File: config.mk
export PLATFORM = sky130hd
export DESIGN_NAME = fp_addsub_seq
export DESIGN_NICKNAME = d
export VERILOG_FILES = /design/src/rtl/fp_pkg.sv /design/src/rtl/fp32_classify.sv /design/src/rtl/fp_addsub_seq.sv
export SDC_FILE = /design/constraint.sdc
export NUM_CORES = 1
export LEC_CHECK = 0
export ABC_AREA = 1
export BUFFER_PORTS_ARGS = -buffer_cell sky130_fd_sc_hd__buf_2
export CORE_MARGIN = 2
export CORE_UTILIZATION = 40
export DETAILED_ROUTE_END_ITERATION = 16
export MAX_ROUTING_LAYER = met4
export SLEW_MARGIN = 20
export SYNTH_ARGS = -nofsm -noshare
export SYNTH_HDL_FRONTEND = slang
export SYNTH_HIERARCHICAL = 1
export SYNTH_SLANG_ARGS = --single-unit
File: constraint.sdc
create_clock -name clk -period 4.2 [get_ports clk]
set_input_delay 0 -clock clk [delete_from_list [all_inputs] [get_ports clk]]
set_output_delay 0 -clock clk [all_outputs]
set_load 0.01 [all_outputs]
File: src/rtl/fp_pkg.sv
// Shared definitions for the sequential FP32 adder/subtractor.
//   - FSM state encodings (IDLE, ALIGN, ADD, NORM, ROUND, DONE)
//   - IEEE-754 single-precision constants (bias, all-ones exponent, quiet NaN)
//   - bit positions and one-hot masks for the {invalid, overflow, underflow, inexact} flags
//   - per-operand classification record produced by fp32_classify
package fp_pkg;

  localparam logic [2:0] ST_IDLE  = 3'd0;
  localparam logic [2:0] ST_ALIGN = 3'd1;
  localparam logic [2:0] ST_ADD   = 3'd2;
  localparam logic [2:0] ST_NORM  = 3'd3;
  localparam logic [2:0] ST_ROUND = 3'd4;
  localparam logic [2:0] ST_DONE  = 3'd5;

  localparam int          BIAS    = 127;
  localparam logic [7:0]  EXP_MAX = 8'hFF;
  localparam logic [31:0] QNAN    = 32'h7FC0_0000;

  localparam int FLAG_INVALID_BIT   = 3;
  localparam int FLAG_OVERFLOW_BIT  = 2;
  localparam int FLAG_UNDERFLOW_BIT = 1;
  localparam int FLAG_INEXACT_BIT   = 0;

  localparam logic [3:0] FL_INVALID   = 4'(1 << FLAG_INVALID_BIT);
  localparam logic [3:0] FL_OVERFLOW  = 4'(1 << FLAG_OVERFLOW_BIT);
  localparam logic [3:0] FL_UNDERFLOW = 4'(1 << FLAG_UNDERFLOW_BIT);
  localparam logic [3:0] FL_INEXACT   = 4'(1 << FLAG_INEXACT_BIT);

  typedef struct packed {
    logic is_zero;  // exponent field zero: true zero or denormal, both handled as zero
    logic is_inf;
    logic is_nan;
    logic hidden;   // implicit leading one of a normal number
  } fp_class_t;

endpackage

File: src/rtl/fp32_classify.sv
// Combinational FP32 operand classifier.
// Ports:
//   val  in   32  FP32 operand
//   cls  out  fp_class_t {is_zero, is_inf, is_nan, hidden}
module fp32_classify
  import fp_pkg::*;
(
  input  logic [31:0] val,
  output fp_class_t   cls
);

  logic [7:0] exp_f;
  logic       frac_nz;

  assign exp_f   = val[30:23];
  assign frac_nz = |val[22:0];

  assign cls.is_zero = (exp_f == 8'h00);
  assign cls.is_inf  = (exp_f == EXP_MAX) && !frac_nz;
  assign cls.is_nan  = (exp_f == EXP_MAX) && frac_nz;
  assign cls.hidden  = (exp_f != 8'h00);

endmodule

File: src/rtl/fp_addsub_seq.sv
// Multi-cycle IEEE-754 single-precision adder/subtractor, round-to-nearest-even.
// Alignment and normalisation move one bit per cycle; the large/small operand
// swap, special-case detection and operand classification happen at capture.
//
// Handshakes: a transfer happens on a rising edge where valid && ready are both
// high. Valid never depends on ready; once out_valid is raised, out_res and
// out_flags hold until the transfer. in_ready is high only in IDLE.
//
// Ports:
//   clk        in   1   clock, rising edge
//   rst        in   1   asynchronous active-high reset
//   in_valid   in   1   operand pair valid
//   in_ready   out  1   idle, can accept operands
//   in_a       in   32  operand a
//   in_b       in   32  operand b
//   in_op      in   1   0: a+b, 1: a-b
//   out_valid  out  1   result valid, held until accepted
//   out_ready  in   1   consumer accepts result
//   out_res    out  32  result
//   out_flags  out  4   {invalid, overflow, underflow, inexact}
module fp_addsub_seq
  import fp_pkg::*;
#(
  parameter int EXP_W     = 8,
  parameter int MAN_W     = 23,
  parameter int ALIGN_CAP = 26
) (
  input  logic                   clk,
  input  logic                   rst,
  input  logic                   in_valid,
  output logic                   in_ready,
  input  logic [EXP_W+MAN_W:0]   in_a,
  input  logic [EXP_W+MAN_W:0]   in_b,
  input  logic                   in_op,
  output logic                   out_valid,
  input  logic                   out_ready,
  output logic [EXP_W+MAN_W:0]   out_res,
  output logic [3:0]             out_flags
);

  localparam int W     = EXP_W + MAN_W + 1;
  // Magnitude layout: [MAN_W+3] carry slot, [MAN_W+2] hidden, fraction, G, R.
  localparam int MAG_W = MAN_W + 4;

  localparam logic [EXP_W-1:0] CAP     = EXP_W'(ALIGN_CAP);
  localparam logic [EXP_W-1:0] CNT_ONE = EXP_W'(1);
  localparam logic [EXP_W:0]   EXP_ONE = (EXP_W+1)'(1);
  localparam logic [EXP_W:0]   EXP_OVF = {1'b0, EXP_MAX};

  logic [2:0]       state;
  logic             sign_l;
  logic             sign_s;
  logic [EXP_W:0]   exp_r;
  logic [MAG_W-1:0] mag_l;    // large operand, then the running result
  logic [MAG_W-1:0] mag_s;
  logic             sticky;
  logic [EXP_W-1:0] cnt;
  logic [W-1:0]     res_r;
  logic [3:0]       flags_r;

  // ---------------- capture path ----------------
  fp_class_t cls_a;
  fp_class_t cls_b;

  fp32_classify u_cls_a (.val(in_a), .cls(cls_a));
  fp32_classify u_cls_b (.val(in_b), .cls(cls_b));

  logic         sign_a;
  logic         sign_b_eff;
  logic [W-2:0] key_a;
  logic [W-2:0] key_b;
  logic         swap;
  logic [W-2:0] key_big;
  logic [W-2:0] key_small;
  logic         hid_big;
  logic         hid_small;
  logic         spec_nan;
  logic         spec_inf;
  logic [W-1:0] inf_res;

  assign sign_a     = in_a[W-1];
  assign sign_b_eff = in_b[W-1] ^ in_op;

  // Denormals collapse to zero magnitude before the ordering compare.
  assign key_a     = cls_a.is_zero ? '0 : in_a[W-2:0];
  assign key_b     = cls_b.is_zero ? '0 : in_b[W-2:0];
  assign swap      = (key_b > key_a);
  assign key_big   = swap ? key_b : key_a;
  assign key_small = swap ? key_a : key_b;
  assign hid_big   = swap ? cls_b.hidden : cls_a.hidden;
  assign hid_small = swap ? cls_a.hidden : cls_b.hidden;

  assign spec_nan = cls_a.is_nan || cls_b.is_nan ||
                    (cls_a.is_inf && cls_b.is_inf && (sign_a != sign_b_eff));
  assign spec_inf = cls_a.is_inf || cls_b.is_inf;
  assign inf_res  = cls_a.is_inf ? {sign_a, EXP_MAX, {MAN_W{1'b0}}}
                                 : {sign_b_eff, EXP_MAX, {MAN_W{1'b0}}};

  // ---------------- add / round datapath ----------------
  // The sticky bit takes part in the subtraction so that a borrow from the
  // discarded tail of S is reflected in G/R; the new LSB becomes the sticky.
  logic [MAG_W:0]   sum_ext;
  logic             rnd_up;
  logic [MAN_W+1:0] man_rnd;
  logic [EXP_W:0]   exp_rnd;
  logic [MAN_W-1:0] frac_rnd;
  logic             inexact_pre;

  assign sum_ext = (sign_l == sign_s) ? ({mag_l, 1'b0} + {mag_s, sticky})
                                      : ({mag_l, 1'b0} - {mag_s, sticky});

  assign rnd_up      = mag_l[1] && (mag_l[0] || sticky || mag_l[2]);
  assign man_rnd     = {1'b0, mag_l[MAN_W+2:2]} + (MAN_W+2)'(rnd_up);
  assign exp_rnd     = exp_r + (EXP_W+1)'(man_rnd[MAN_W+1]);
  assign frac_rnd    = man_rnd[MAN_W+1] ? man_rnd[MAN_W:1] : man_rnd[MAN_W-1:0];
  assign inexact_pre = mag_l[1] || mag_l[0] || sticky;

  // ---------------- FSM ----------------
  always_ff @(posedge clk or posedge rst) begin
    if (rst) begin
      state   <= ST_IDLE;
      sign_l  <= 1'b0;
      sign_s  <= 1'b0;
      exp_r   <= '0;
      mag_l   <= '0;
      mag_s   <= '0;
      sticky  <= 1'b0;
      cnt     <= '0;
      res_r   <= '0;
      flags_r <= '0;
    end else begin
      case (state)
        ST_IDLE: begin
          if (in_valid) begin
            if (spec_nan) begin
              res_r   <= QNAN;
              flags_r <= FL_INVALID;
              state   <= ST_DONE;
            end else if (spec_inf) begin
              res_r   <= inf_res;
              flags_r <= '0;
              state   <= ST_DONE;
            end else begin
              sign_l <= swap ? sign_b_eff : sign_a;
              sign_s <= swap ? sign_a : sign_b_eff;
              exp_r  <= {1'b0, key_big[W-2:MAN_W]};
              mag_l  <= {1'b0, hid_big, key_big[MAN_W-1:0], 2'b00};
              mag_s  <= {1'b0, hid_small, key_small[MAN_W-1:0], 2'b00};
              sticky <= 1'b0;
              cnt    <= key_big[W-2:MAN_W] - key_small[W-2:MAN_W];
              state  <= ST_ALIGN;
            end
          end
        end

        ST_ALIGN: begin
          if (cnt > CAP) begin
            // Far below R: only its non-zeroness matters.
            sticky <= sticky | (|mag_s);
            mag_s  <= '0;
            cnt    <= '0;
            state  <= ST_ADD;
          end else if (cnt != '0) begin
            mag_s  <= mag_s >> 1;
            sticky <= sticky | mag_s[0];
            cnt    <= cnt - CNT_ONE;
          end else begin
            state <= ST_ADD;
          end
        end

        ST_ADD: begin
          mag_l  <= sum_ext[MAG_W:1];
          sticky <= sum_ext[0];
          state  <= ST_NORM;
        end

        ST_NORM: begin
          if ({mag_l, sticky} == '0) begin
            // Exact zero: negative only when both addends were negative zeros.
            res_r   <= {sign_l & sign_s, {(W-1){1'b0}}};
            flags_r <= '0;
            state   <= ST_DONE;
          end else if (mag_l[MAG_W-1]) begin
            mag_l  <= mag_l >> 1;
            sticky <= sticky | mag_l[0];
            exp_r  <= exp_r + EXP_ONE;
            state  <= ST_ROUND;
          end else if (mag_l[MAG_W-2]) begin
            state <= ST_ROUND;
          end else if (exp_r <= EXP_ONE) begin
            // Result would be denormal: flush.
            res_r   <= {sign_l, {(W-1){1'b0}}};
            flags_r <= FL_UNDERFLOW | FL_INEXACT;
            state   <= ST_DONE;
          end else begin
            mag_l <= mag_l << 1;
            exp_r <= exp_r - EXP_ONE;
          end
        end

        ST_ROUND: begin
          if (exp_rnd >= EXP_OVF) begin
            res_r   <= {sign_l, EXP_MAX, {MAN_W{1'b0}}};
            flags_r <= FL_OVERFLOW | FL_INEXACT;
          end else begin
            res_r   <= {sign_l, exp_rnd[EXP_W-1:0], frac_rnd};
            flags_r <= inexact_pre ? FL_INEXACT : 4'h0;
          end
          state <= ST_DONE;
        end

        ST_DONE: begin
          if (out_ready) state <= ST_IDLE;
        end

        default: state <= ST_IDLE;
      endcase
    end
  end

  assign in_ready  = (state == ST_IDLE);
  assign out_valid = (state == ST_DONE);
  assign out_res   = res_r;
  assign out_flags = flags_r;

endmodule

Word level (Yosys, flattened, before mapping)
Index checks and enable logic that the tools add are counted.

$add $sub $neg: 8. $mul: 0. Divide/modulo/power cells: 0. Order comparisons: 4. Equal/unequal tests: 24. Shift operators: 0. Muxes and demuxes: 77. Bitwise logic cells: 7. Reductions and logical operators: 39.

Operator list (count): 32-bit 2-to-1 mux (8); 27-bit 2-to-1 mux (9); 31-bit 2-to-1 mux (5); 32-bit one-hot mux with 3 select lines (1); 27-bit one-hot mux with 3 select lines (1); 26-bit 2-to-1 mux (3); 9-bit 2-to-1 mux (7); 27-bit one-hot mux with 2 select lines (1); 23-bit OR reduction (2); 8-bit 2-to-1 mux (5); 3-bit 2-to-1 mux (11); 31-bit greater-than comparator (1); 28-bit adder (1); 28-bit zero test (1); 28-bit 2-to-1 mux (1); 4-bit 2-to-1 mux (7); 28-bit subtractor (1); 27-bit OR reduction (1); 24-bit by 1-bit adder with 25-bit output (1); 8-bit nonzero test (3); 23-bit 2-to-1 mux (1); 3-bit != test, second input constant (7); 7-bit AND reduction (3); 3-bit one-hot mux with 6 select lines (1); other kinds (38) (77).

Bits in registers: 113. Bits in latches: 0. RAM bits: 0. Memory bits (read-only): 0. Bits of input ports: 69. Output and inout bits: 38. Logic and storage cells: 170. Memories kept: 0.

Longest topological paths before layout
Word-level depth: 9. Gate-level depth with buffers: 29. Gate-level depth less buffers: 28.

Cells and area by module
The synthesis kept the hierarchy.

Modules (own cells, without submodules): fp_addsub_seq (times used 1, cells an instance 1814, area each 11826.3 um^2, seq. area each 2802.7 um^2); fp32_classify (times used 2, cells an instance 38, area each 152.6 um^2, seq. area each 0.0 um^2).

Least setup slack after synthesis
Ideal clock, no wire load.

Path type: reg2reg. Start point: reg mag_l[1]. End point: reg res_r[10] (netlist: out_res[10]). Library setup time: 121 ps. Data arrival time: 3484 ps. Data required time: 4079 ps. Slack: 595 ps. Stages on the path, launching flop included: 28. Path buffers: 0. Clock period less this slack: 3605 ps. Cell sequence: dfrtp_1 nand2_1 inv_1 ha_1 nand2_2 nor2_2 nand3_2 nor3_4 nand3_2 nor2_2 nand3_2 nor2_4 nand3_2 clkinv_2 ha_1 ha_1 inv_1 nor2_1 inv_1 o21ai_0 nand2_1 nor2_1 nand3_1 nand2_1 nor2_4 inv_2 a21oi_2 a22o_1.

Longest elaborated chain between the ends: 6. Elaborated cells on any way between the ends: 13. Those cells by class: add/sub (2); order compare (1); eq/ne (3); mux (4); reduce/logical (3).

RTL lines: from (decl) (line fp_addsub_seq.sv:54) `logic [MAG_W-1:0] mag_l;`; from (signal assigned) (line fp_addsub_seq.sv:147) `mag_l <= {1'b0, hid_big, key_big[MAN_W-1:0], 2'b00};`; from (signal assigned) (line fp_addsub_seq.sv:173) `mag_l <= sum_ext[MAG_W:1];`; from (signal assigned) (line fp_addsub_seq.sv:185) `mag_l <= mag_l >> 1;`; 1-bit logical AND (line fp_addsub_seq.sv:112) `assign rnd_up = mag_l[1] && (mag_l[0] || sticky || mag_l[2]);`; 24-bit by 1-bit adder with 25-bit output (line fp_addsub_seq.sv:113) `assign man_rnd = {1'b0, mag_l[MAN_W+2:2]} + (MAN_W+2)'(rnd_up);`; 9-bit by 1-bit adder with 9-bit output (line fp_addsub_seq.sv:114) `assign exp_rnd = exp_r + (EXP_W+1)'(man_rnd[MAN_W+1]);`; 9-bit by 8-bit >= comparator with 1-bit output (line fp_addsub_seq.sv:203) `if (exp_rnd >= EXP_OVF) begin`; 31-bit 2-to-1 mux (line fp_addsub_seq.sv:203); 32-bit one-hot mux with 3 select lines (line fp_addsub_seq.sv:132) `case (state)`; to (signal assigned) (line fp_addsub_seq.sv:140) `res_r <= inf_res;`; to (signal assigned) (line fp_addsub_seq.sv:204) `res_r <= {sign_l, EXP_MAX, {MAN_W{1'b0}}};`; to (signal assigned) (line fp_addsub_seq.sv:207) `res_r <= {sign_l, exp_rnd[EXP_W-1:0], frac_rnd};`; to (decl) (line fp_addsub_seq.sv:58) `logic [W-1:0] res_r;`.

Parallel ways exist; a longest one is shown, timed or not. A chain may end at the register's enable or synchronous reset.

Worst setup path after layout
Start point: reg mag_l[1]. End point: reg res_r[18] (netlist: out_res[18]).

Same word-level chain as after synthesis.

==> metrics.md <==
| Metric | Value |
|---|---|
| Final core occ | 45.4% |
| Core ar. | 0.0297 mm2 |
| Die Wd | 178 um |
| DRC viols | 0 |
| Worst path most repeated cell | nor2_4 |
| # H-tree levels | 3 |
| Reg-to-Reg Start | mag_l[1] |
| Mux contribution to synthesized area | 0.165% |
| Synth Area in Adders | 9.92% |
| WL/cell | 19.2 um |
| Slew at the pin closest to its max-slew limit | 1040 ps |
| Pre-CTS setup slack | 176 ps |
| Area Growth Syn to Fin | 11.2% |
| Inserted Clock Buffers | 9 |
| Top area cells in the synthesized netlist | dfrtp_1, nand2_1, ha_1 |
| Num ports | 107 |
| CTS tree | done |
| Worst setup SP type | flip-flop |
| Post-synth top flop | dfrtp_1 |
| First-pass GRT wire length | 71000 um |
| Fin Clk Skew | 17.8 ps |
| Root buf cell | clkbuf_16 |
| Port buffer count | 106 |
| Relative slew slack | 30.7% |
| Clock power frac | 7.9% |
| Vias per cell | 5.64 |
| Switching Fraction | 59.6% |
| Largest net degree at the start of global routing | 53 |
| Max Slew Vio Count | 0 |
| Main combinational cell family by area after synthesis | simple AND/OR/NAND/NOR gates |
| Antenna violations before repair | 1 |
| PwrDens | 859 mW/mm2 |
| Number of global-route vias before repair | 12400 |
| Post-Route Setup TNS | 0 ps |
| Post-route ant nets | 0 |
| Final nets | 2147 |
| Seq pwr share | 19.0% |
| WP data arrival | 4100 ps |
| Synth Area in Compound Gates | 21.2% |
| Initial Util | 40.8% |
| Final wirelength | 45700 um |
| Syn avg cell area | 6.42 um2 |
| Vias | 13400 |
| Most common cell in the netlist | nand2_1 |
| Multi-input gate area | 0.00800 mm2 |
| Simple logic cell fraction of the synthesized area | 32.1% |
| Reg-to-reg critical path endpoint | out_res[18] |
| Final HPWL DP | 37100 um |
| Crit-path max FO | 8 |
| Proportion of layout cells with a drive suffix above 1 | 11.7% |
| All-Layer GR Usage | 30.0% |
| Combinational fraction of design power | 73.1% |
| Worst R2R Path Depth | 25 |
| Int Power | 0.00469 W |
| Grt ovf | 0 |
| Minimum clock period after layout | 3790 ps |
| Clock transition at the registers of the reported paths | 90 ps |
| Cell Area, Synth | 0.0121 mm2 |
| CP max-delay cell | dfrtp_1 |
| Post-synth EDFFs | 0 |
| Hold WC Path Type | input pin to flip-flop |
| Worst-skew pair later-pin latency | 380 ps |
| Top post-synthesis cells by count | nand2_1, inv_1, nor2_1, a21oi_1, dfrtp_1 |
| Die height | 178 um |
| Area leader, netlist | dfrtp_1 |
| Syn Nets | 2054 |
| Synth warn | 6 |
| GP Congestion | 1.01 |
| Max stage delay on crit path | 360 ps |
| Num Clock Sinks | 112 |
| DIE AREA | 0.0317 mm2 |
| Crit Path Class | flip-flop to flip-flop |
| Status | complete, no violations |
| Drt pass-1 iters | 6 |
| Asr flop ratio synth | 100% |
| Worst Hold Path Cells | 4 |
| Hold Violations, Final | 0 |
| Register area | 0.00280 mm2 |
| Layout fillers | 3148 |
| Critical Path RT | 4510 ps |
| Final period util | 90.2% |
| Initial DRC Count | 1059 |
| Synth Area in XOR/XNOR | 2.38% |
| Hold EP | sign_l |
| Final Cell Area | 0.0135 mm2 |
| VDD IR max | 0.302 mV |
| Sequential share of the synthesized area | 23.1% |
| Final Setup Violations | 0 |
| Mapped Cells | 1890 |
| Num rows | 63 |
| CP Capture Type | flip-flop |
| F_max | 264 MHz |
| Lkg Pwr | 6.82 nW |
| Post-synth top area share | 23.1% |
| Flop-to-flop setup slack | 410 ps |
| HP Start | in_b[31] |
| Max-Cap Viols | 0 |
| DP Area | 0.0131 mm2 |
| Final WS setup | 413 ps |
| Seq cells post-synth | 112 |
| Sw power | 0.00691 W |
| Synth cell types | 67 |
| Clock buffer depth | 2 |
| Power, Total | 0.0116 W |
==> worst max path at each step <==
| stage | startpoint | end | slack [ps] | cells past startpoint |
|---|---|---|---|---|
| after CTS | mag_l[1] | out_res[14] | 140 | 25 |
| after global routing | mag_l[1] | out_res[18] | -60 | 25 |
| after floorplan | mag_l[1] | out_res[10] | 590 | 27 |
| final | mag_l[1] | out_res[18] | 410 | 25 |
| after global placement | mag_l[2] | out_res[18] | 290 | 27 |
| after detailed placement | mag_l[1] | out_res[14] | 180 | 27 |
==> layer usage <==
| metal | vias up | GRT usage [%] | share of wire [%] |
|---|---|---|---|
| li1 | 6519 | - | - |
| met1 | 6329 | 41.9 | 46 |
| met2 | 505 | 46.0 | 45 |
| met3 | 54 | 3.07 | 6.4 |
| met4 | 0 | 8.64 | 2.5 |
| met5 | - | - | 0 |
==> final cells by class <==
cell class | count | area share, %
timing repair buffer | 148 | 6.40
tap | 390 | 3.62
multi-input combinational | 1441 | 59.3
sequential | 112 | 20.8
inverter | 271 | 7.62
clock buffer | 10 | 1.77
clock inverter | 6 | 0.510
antenna | 1 | 0.0186
==> placed cells by master, fill, tap and decap left out, drive strengths merged, types with 15 or more instances in the layout <==
cell    instances
a22oi          36
ha             93
a21oi         141
buf           146
nor3           33
o22ai          20
nand3         116
nor4           15
nor2          205
dfrtp         112
nand4          42
o211ai         31
nand2         455
o21ai         134
xor2           31
inv           271
==> power by group through the flow <==
stage / combinational (W) / sequential (W) / clock, W
3_3_place_gp: 0.00824 / 0.00219 / 0
2_1_floorplan: 0.00569 / 0.00206 / 0
4_1_cts: 0.00829 / 0.00218 / 0.000926
3_5_place_dp: 0.00826 / 0.00220 / 0
6_report: 0.00848 / 0.00220 / 0.000913
5_1_grt: 0.00941 / 0.00225 / 0.000964
==> kinds of logic (layout without fill, tap and decap cells) <==
kind of cell	count (synthesis)	after routing
and+or+nand+nor	882	882
AOI/OAI and AO/OA	429	429
buffers and inverters	337	435
DFF	112	112
adders and majority gates	95	95
xor gates and xnor gates	33	33
muxes	2	2
other	0	1
==> stage by stage <==
step / hold slack [ps] / cells
finish: 44.3 / 2379
global route: 79.6 / 2379
CTS: 28.9 / 2374
detailed placement: -39.6 / 2356
global placement: -37.5 / 2356
floorplan: 145 / 1890
==> flip-flops by register name (all words and copies together), names as in the netlist <==
register / count
out_res: 32
mag_l: 27
mag_s: 26
exp_r: 9
cnt: 8
out_flags: 4
state: 3
sign_l: 1
sign_s: 1
sticky: 1
==> worst max-delay path, delay by kind of cell (launching register included) <==
kind | cells | cell delay (ps)
AOI/OAI and AO/OA | 2 | 390
adders and majority gates | 3 | 500
and+or+nand+nor | 14 | 1810
buffers and inverters | 5 | 450
xor gates and xnor gates | 1 | 210
DFF | 1 | 360
==> repair_timing <==
action	CTS	global route
hold endpoints to repair	18	0
endpoints found under the setup margin	0	33
setup buffers	0	4
hold buffers	2	0
gates resized for setup	0	10
Note: power is estimated with default switching activity, not from simulation.
